## src/rtl/mci_mcu_sram_zeroize.sv

```systemverilog
// rtl/mci_mcu_sram_zeroize.sv - MCU SRAM zeroize/init sweep with controller pass-through
module mci_mcu_sram_zeroize #(
  parameter int MCU_SRAM_SIZE_KB = 1024,
  parameter int DATA_W           = 32,
  parameter int ECC_W            = 7,
  parameter int AUTO_INIT        = 1,
  localparam int DEPTH           = MCU_SRAM_SIZE_KB * 8192 / DATA_W,
  localparam int ADDR_W          = $clog2(DEPTH)
) (
  input  logic              clk,
  input  logic              rst,
  input  logic              zeroize_req,
  input  logic              up_cs,
  input  logic              up_we,
  input  logic [ADDR_W-1:0] up_addr,
  input  logic [DATA_W-1:0] up_wdata,
  input  logic [ECC_W-1:0]  up_wecc,
  output logic [DATA_W-1:0] up_rdata,
  output logic [ECC_W-1:0]  up_recc,
  output logic              sram_cs,
  output logic              sram_we,
  output logic [ADDR_W-1:0] sram_addr,
  output logic [DATA_W-1:0] sram_wdata,
  output logic [ECC_W-1:0]  sram_wecc,
  input  logic [DATA_W-1:0] sram_rdata,
  input  logic [ECC_W-1:0]  sram_recc,
  output logic              busy,
  output logic              init_done,
  output logic              blocked_err,
  output logic [7:0]        blocked_cnt
);

  typedef enum logic [1:0] {IDLE, SWEEP, DONE} state_t;

  localparam logic [ADDR_W-1:0] LAST_ADDR = ADDR_W'(DEPTH - 1);

  state_t            state_q, state_d;
  logic [ADDR_W-1:0] cnt_q, cnt_d;
  logic              init_done_q, init_done_d;
  logic              blocked_err_q;
  logic [7:0]        blocked_cnt_q;
  logic              busy_w;
  logic              blocked;

  // Busy covers the sweep and its closing DONE cycle; reset forces it low.
  assign busy_w  = !rst && (state_q == SWEEP || state_q == DONE);
  assign blocked = busy_w && up_cs;

  // State, sweep address and sticky status registers.
  always_ff @(posedge clk) begin
    if (rst) begin
      state_q       <= (AUTO_INIT != 0) ? SWEEP : IDLE;
      cnt_q         <= '0;
      init_done_q   <= 1'b0;
      blocked_err_q <= 1'b0;
      blocked_cnt_q <= 8'd0;
    end else begin
      state_q     <= state_d;
      cnt_q       <= cnt_d;
      init_done_q <= init_done_d;
      if (blocked) begin
        blocked_err_q <= 1'b1;
        if (blocked_cnt_q != 8'hFF) begin
          blocked_cnt_q <= blocked_cnt_q + 8'd1;
        end
      end
    end
  end

  // Next-state logic: a zeroize request always (re)starts the sweep at address 0.
  always_comb begin
    state_d     = state_q;
    cnt_d       = cnt_q;
    init_done_d = init_done_q;
    case (state_q)
      IDLE: begin
        if (zeroize_req) begin
          state_d     = SWEEP;
          cnt_d       = '0;
          init_done_d = 1'b0;
        end
      end
      SWEEP: begin
        if (zeroize_req) begin
          cnt_d       = '0;
          init_done_d = 1'b0;
        end else if (cnt_q == LAST_ADDR) begin
          state_d = DONE;
          cnt_d   = '0;
        end else begin
          cnt_d = cnt_q + 1'b1;
        end
      end
      DONE: begin
        if (zeroize_req) begin
          state_d     = SWEEP;
          cnt_d       = '0;
          init_done_d = 1'b0;
        end else begin
          state_d     = IDLE;
          init_done_d = 1'b1;
        end
      end
      default: begin
        state_d = IDLE;
      end
    endcase
  end

  // SRAM port mux: zero writes while sweeping, nothing in DONE or reset, else pass-through.
  always_comb begin
    sram_cs    = up_cs;
    sram_we    = up_we;
    sram_addr  = up_addr;
    sram_wdata = up_wdata;
    sram_wecc  = up_wecc;
    if (rst) begin
      sram_cs = 1'b0;
      sram_we = 1'b0;
    end else if (state_q == SWEEP) begin
      sram_cs    = 1'b1;
      sram_we    = 1'b1;
      sram_addr  = cnt_q;
      sram_wdata = '0;
      sram_wecc  = '0;
    end else if (state_q == DONE) begin
      sram_cs = 1'b0;
      sram_we = 1'b0;
    end
  end

  assign up_rdata    = sram_rdata;
  assign up_recc     = sram_recc;
  assign busy        = busy_w;
  assign init_done   = init_done_q;
  assign blocked_err = blocked_err_q;
  assign blocked_cnt = blocked_cnt_q;

endmodule

```

## config.mk

```make
export PLATFORM = sky130hd
export DESIGN_NAME = mci_mcu_sram_zeroize
export DESIGN_NICKNAME = d
export VERILOG_FILES = /design/src/rtl/mci_mcu_sram_zeroize.sv
export SDC_FILE = /design/constraint.sdc
export NUM_CORES = 1
export LEC_CHECK = 0
export ABC_AREA = 1
export CAP_MARGIN = 20
export CORE_UTILIZATION = 30
export CTS_CLUSTER_DIAMETER = 80
export DETAILED_ROUTE_END_ITERATION = 12
export GPL_ROUTABILITY_DRIVEN = 0
export PLACE_DENSITY = 0.77
export SLEW_MARGIN = 5
export SYNTH_ARGS = -nofsm -noshare
export SYNTH_HDL_FRONTEND = slang
export SYNTH_SLANG_ARGS = --single-unit
```

## constraint.sdc

```tcl
create_clock -name clk -period 1.5 [get_ports clk]
set_input_delay 0.15 -clock clk [delete_from_list [all_inputs] [get_ports clk]]
set_output_delay 0.15 -clock clk [all_outputs]
set_load 0.1 [all_outputs]
```

==> results.toml, run 1 <==
[critical_path]
r2r_setup_slack_ns = -0.19
cp_num_buf_inv = 5
worst_path_max_delay_cell = "dfxtp_4"
worstSetupPathType = "reg2out"
cp.arrival_ns = 1.65
crit_chain = "inv_4, ha_4, inv_2, nor2_4, inv_6, buf_16, o21ai_4, buf_12"
critical_path.max_fanout = 7
path_delay_family = "buffers and inverters"
critPathLaunchType = "register"
end_kind = "output port"
cp.required_ns = 1.35
crit_path_max_incr_delay_ns = 0.35

[timing]
post-route-min-period_ns = 1.80
hold_viol_final = 0
setup-violations-final = 81
grt_setup_unrepaired = "yes"
clock_skew_ns = 0.00919
tightest_slew_ns = 0.310
fmax_ghz = 0.554
postLayoutSetupSlackWorst_ns = -0.305
relSlewSlack = 0.792
slew_violations = 0
timing.final.crit_share = 1.20

[grt]
grt_pass1_wl_um = 14300
grt_max_degree = 15
grt_pass1_vias = 3040
antenna_found_initial = 0
grt_usage = 0.199
grt_overflow = 0

[placed_design]
dpl.cell_count = 675
port_buffers = 131
dp_hpwl_um = 7200
placed_cell_area_sq_um = 5360

[worst_hold_path]
min_path_type = "in2out"

[flow_run]
drv_cap = 0

[floorplan]
die_area_sq_um = 9120
die_y_um = 95.5
io_pins = 210
core_sq_um = 8340
start_util = 0.315
die_w_um = 95.5
fp-row-count = 33

[finish]
fin_util = 0.719
final_cell_area_sq_um = 6000
antenna_cells = 0
instances_no_fill = 694
n_fill_cell = 584
nets = 696
regArea_sq_um = 622
area_delta_synth_final_pct = 129
multi_input_area_sq_um = 2250
drive_gt1_frac = 0.513

[clocking]
clkTransAtPathRegs_ns = 0.06
cts_hold_buffers = 0
clockBufferDepth = 2
clkLatencyLatePin_ns = 0.29
h-tree-depth = 2
cts_tree = "yes"
numClockSinks = 30
cts_made_buffers = 5
root_buffer = "clkbuf_8"

[routing]
drc = 0
routed_wl_um = 10200
dr.pass1.iters = 4
drtIter0Drc = 147
avgViaCountPerCell = 4.83
ant_nets = 0
routedWlPerCell_um = 14.7
dr_total_vias = 3351

[logic_synthesis]
yosys.area.top_type_share = 0.229
synthMostInstantiatedCell = "nand2_1"
synth.yosys.seq_area_share = 0.229
synth_common_cells = "nand2_1 (106), inv_1 (78), nor2_1 (61)"
yosysTopAreaCell = "dfxtp_1"
syn_area_sq_um = 2620
synth.avg_cell_area_sq_um = 5.84
async_flop_share = 0
ys_types = 28
ys_top_cells_by_area = "dfxtp_1 (23%), nand2_1 (15%), buf_4 (11%)"
synthFlopType = "dfxtp_1"
synth_seq_cells = 30
syn_inst = 449
synth-edff-count = 0
ys.warnings.count = 0
synth_fp_nets = 556

[power_and_ir_drop]
switchingPower_w = 0.00550
sw_frac_of_total = 0.558
p_total_w = 0.00985
power.density_nw_per_um2 = 1640
p_clk_frac = 0.065
p_int_w = 0.00435
combPwrFrac = 0.838
power_frac_seq = 0.097
leakagePower_nw = 2.46
peakVddDrop_uv = 1300

[status]
outcome = "finished, violations left"
violations = "negative setup slack"
[worst reg2reg max path: stages, from the launching register on]
cell and delay [ns]:
dfxtp_4 0.35, inv_4 0.04, buf_4 0.12, buf_6 0.11, ha_4 0.25, inv_2 0.04, nor2_4 0.12, nand2_2 0.08
inv_4 0.07, o21ai_4 0.08, inv_4 0.13, nand2_1 0.09, a21oi_2 0.12
[flip-flops by register name (all words and copies together), names as in the netlist]
register / flops
cnt_q: 18
blocked_cnt: 8
state_q: 2
blocked_err: 1
init_done: 1
[power groups by stage]
stage               Sequential [W]  Clock (W)  Combinational, W
finish                    0.000953   0.000644           0.00825
global route              0.000960   0.000672           0.00854
global placement          0.000956          0           0.00726
detailed placement        0.000960          0           0.00733
CTS                       0.000944   0.000636           0.00786
floorplan                  0.00109          0           0.00505
[cells by family (layout without fill, tap and decap cells)]
kind of cell	after synthesis	in the layout	share of synthesized area
compound gates	59	60	0.115
xor+xnor	6	6	0.0200
fa+ha+maj	6	6	0.0286
flops	30	30	0.229
buf+inv	131	270	0.250
simple gates	217	217	0.357
[cell type report]
type	count	area share
Timing Repair Buffer	184	0.433
Multi-Input combinational cell	289	0.375
Sequential cell	30	0.104
Inverter	79	0.0528
Tap cell	105	0.0219
Clock buffer	5	0.0115
Clock inverter	2	0.00167
[metrics by stage]
step                      setup TNS [ns]  hold slack, ns  worst slack, ns
final                             -17.52           0.300           -0.305
after global routing              -23.04           0.300           -0.361
after CTS                         -15.10           0.301           -0.286
after detailed placement           -4.53           0.301           -0.118
after global placement             -3.13           0.301          -0.0958
after floorplan                    -9.42           0.212           -0.294
[timing repair]
action                     CTS  global route
setup buffers                7             3
pin swaps                   15            35
setup endpoints to repair   76            88
cloned                       3             1
gates resized for setup     46            77
[metal layers]
layer,share of wire,up-vias,track usage
li1,-,1621,-
met1,0.37,1555,0.227
met2,0.54,156,0.367
met3,0.078,19,0.0415
met4,0.017,0,0.0634
met5,0,-,0
[layout by cell type (no fill, tap or decap), types with 5 or more instances in the layout]
cell type	Yosys	final
nand4_1	6	6
dfxtp_1	30	17
buf_4	40	34
buf_6	1	9
nand3_2	1	11
nor2_4	3	47
inv_2	1	5
dfxtp_2	0	11
nand3_1	25	12
clkdlybuf4s50_1	0	61
o21ai_1	2	5
buf_16	0	5
clkbuf_8	0	5
a21oi_1	26	9
nand2_1	106	70
o21ai_0	28	9
a21oi_2	0	17
nor2_1	61	15
nand2_4	0	8
nor2_2	3	5
nand2_2	4	30
buf_12	0	74
inv_1	78	68
o21ai_4	0	16
[worst paths after layout]
kind / endpoint / cells past startpoint / start
worst min-delay path: up_rdata[20] / 0 / sram_rdata[20]
worst min register to register: cnt_q[15] / 2 / cnt_q[15]
worst max register to register: blocked_cnt[7] / 12 / state_q[1]
worst max-delay path: sram_addr[14] / 8 / state_q[1]
Note: power is estimated with default switching activity, not from simulation.
==> run 2: changes to the inputs <==
--- a/config.mk
+++ b/config.mk
@@ -5,13 +5,12 @@
 export SDC_FILE = /design/constraint.sdc
 export NUM_CORES = 1
 export LEC_CHECK = 0
-export ABC_AREA = 1
 export CAP_MARGIN = 20
-export CORE_UTILIZATION = 30
+export CORE_UTILIZATION = 29
 export CTS_CLUSTER_DIAMETER = 80
 export DETAILED_ROUTE_END_ITERATION = 12
 export GPL_ROUTABILITY_DRIVEN = 0
-export PLACE_DENSITY = 0.77
+export PLACE_DENSITY = 0.79
 export SLEW_MARGIN = 5
 export SYNTH_ARGS = -nofsm -noshare
 export SYNTH_HDL_FRONTEND = slang
==> results.toml, run 2 <==
[logic_synthesis]
ys_types = 45
ys_top_cells_by_area = "dfxtp_1 (26%), buf_4 (13%), and2_1 (11%)"
synth.yosys.seq_area_share = 0.256
synthFlopType = "dfxtp_1"
syn_inst = 299
yosys.area.top_type_share = 0.256
async_flop_share = 0
yosysTopAreaCell = "dfxtp_1"
synth_common_cells = "and2_1 (40), buf_4 (40), dfxtp_1 (30)"
synth_fp_nets = 406
syn_area_sq_um = 2350
synth_seq_cells = 30
synth-edff-count = 0
synth.avg_cell_area_sq_um = 7.85
ys.warnings.count = 0

[timing]
tightest_slew_ns = 0.545
clock_skew_ns = 0.0100
relSlewSlack = 0.633
timing.final.crit_share = 1.37
fmax_ghz = 0.487
postLayoutSetupSlackWorst_ns = -0.553
slew_violations = 0
post-route-min-period_ns = 2.05
setup-violations-final = 87
hold_viol_final = 0
grt_setup_unrepaired = "yes"

[routing]
routedWlPerCell_um = 18.9
drc = 0
dr_total_vias = 2932
avgViaCountPerCell = 5.09
drtIter0Drc = 154
wl_met2_um = 6140
wl_met3_um = 858
dr.pass1.iters = 4
ant_nets = 0
drt-met1-wl_um = 3590
routed_wl_um = 10900
top_layer = "met4"

[finish]
nets = 580
area_delta_synth_final_pct = 140
largest_reg_flops = 18
regMostFlops = "cnt_q"
regArea_sq_um = 643
final_common_cell = "buf_12"
multi_input_area_sq_um = 1830
n_fill_cell = 487
final_cell_area_sq_um = 5640
layout.cells.most_common_list = "buf_12 (73), clkdlybuf4s50_1 (61), buf_4 (57)"
drive_gt1_frac = 0.599
antenna_cells = 0

[clocking]
cts_hold_buffers = 0
clkLatencyLatePin_ns = 0.30
numClockSinks = 30
cts_made_buffers = 5
clkTransAtPathRegs_ns = 0.07
root_buffer = "clkbuf_8"
clockBufferDepth = 2
h-tree-depth = 2
cts_tree = "yes"

[grt]
grt_overflow = 0
grt_pass1_vias = 3017
grt_pass1_wl_um = 15400
antenna_found_initial = 0
grt_max_degree = 13
grt_usage = 0.235

[floorplan]
core_sq_um = 7770
die_y_um = 92.0
start_util = 0.302
die_area_sq_um = 8460
io_pins = 210
fp-row-count = 32
die_w_um = 92.0

[power_and_ir_drop]
power.density_nw_per_um2 = 680
leakagePower_nw = 2.43
peakVddDrop_uv = 546
p_total_w = 0.00384

[critical_path]
critical_path.max_fanout = 7
cp.arrival_ns = 2.30
critPathLaunchType = "register"
worstSetupPathType = "reg2reg"
worst_path_max_delay_cell = "or4b_4"
crit_chain = "inv_6, ha_4, or4b_4, or2_4, a31oi_4, buf_6, and3_4, a221o_2"
crit_path_max_incr_delay_ns = 0.51
end_kind = "register"
cp.required_ns = 1.74

[placed_design]
port_buffers = 131
placed_cell_area_sq_um = 4850
dp_hpwl_um = 7090

[worst_hold_path]
min_path_type = "in2out"

[flow_run]
drv_cap = 0

[status]
outcome = "finished, violations left"
violations = "negative setup slack"
run 2: cell types whose count changed after synthesis, sizes merged, moves of 16 or more:
| cell | change |
|---|---|
| inv | -74 |
| and2 | +40 |
| nor2 | -40 |
| mux2 | +16 |
| o21ai | -17 |
| nand2 | -93 |
run 2: power by group:
| group | internal [W] | leakage (nW) | switching (W) | total, W |
|---|---|---|---|---|
| logic | 0.000969 | 2.12 | 0.00129 | 0.00226 |
| registers | 0.000796 | 0.252 | 0.0000170 | 0.000813 |
| clock network | 0.000421 | 0.0561 | 0.000338 | 0.000759 |
| total | 0.00219 | 2.43 | 0.00165 | 0.00384 |
run 2: cell families (layout without fill, tap and decap cells):
kind of cell	count (synthesis)	count (layout)	share of synthesized area
simple gates	136	136	0.311
buf+inv	56	231	0.157
compound gates	43	43	0.122
flops	30	30	0.256
mux	18	18	0.0853
xor+xnor	10	10	0.0373
fa+ha+maj	6	6	0.0320
run 2: cell type report:
cell class / instances / share of cell area
timing repair buffer: 218 / 0.514
multi-input combinational: 213 / 0.325
inverter: 5 / 0.00555
sequential: 30 / 0.114
tap: 102 / 0.0226
clock buffer: 6 / 0.0166
clock inverter: 2 / 0.00178
run 2: critical path, delay by kind of cell, from the launching register on:
family | cells | cell delay [ns]
AOI/OAI and AO/OA | 2 | 0.32
adders and majority gates | 1 | 0.15
buffers and inverters | 2 | 0.17
DFF | 1 | 0.38
and+or+nand+nor | 3 | 0.98
run 2: repair_timing:
| action | 4_1_cts | 5_1_grt |
|---|---|---|
| gates cloned | 4 | 2 |
| gates resized for setup | 58 | 35 |
| setup endpoints to repair | 88 | 88 |
| pin swaps | 31 | 24 |
| setup buffers | 18 | 11 |
run 2: worst paths after layout:
check | startpoint | end | slack, ns | cells after the start
max | state_q[0] | cnt_q[15] | -0.55 | 8
min | sram_rdata[10] | up_rdata[10] | 0.30 | 0
max reg2reg | state_q[0] | cnt_q[15] | -0.55 | 8
min reg2reg | cnt_q[3] | cnt_q[3] | 0.54 | 2
run 2: metal layers:
layer | vias up | track usage
met5 | - | 0
met4 | 0 | 0.0911
met3 | 31 | 0.0688
met2 | 166 | 0.458
met1 | 1386 | 0.228
li1 | 1349 | -
run 2: stage by stage:
| step | hold WS (ns) | instances | utilization | setup slack [ns] | TNS, ns |
|---|---|---|---|---|---|
| floorplan | 0.295 | 299 | - | -0.619 | -15.37 |
| global placement | 0.301 | 536 | 0.625 | -0.652 | -23.82 |
| detailed placement | 0.301 | 536 | 0.625 | -0.705 | -26.02 |
| CTS | 0.301 | 566 | 0.697 | -0.494 | -30.14 |
| global route | 0.300 | 576 | 0.726 | -0.609 | -41.44 |
| finish | 0.300 | 576 | 0.726 | -0.553 | -36.32 |
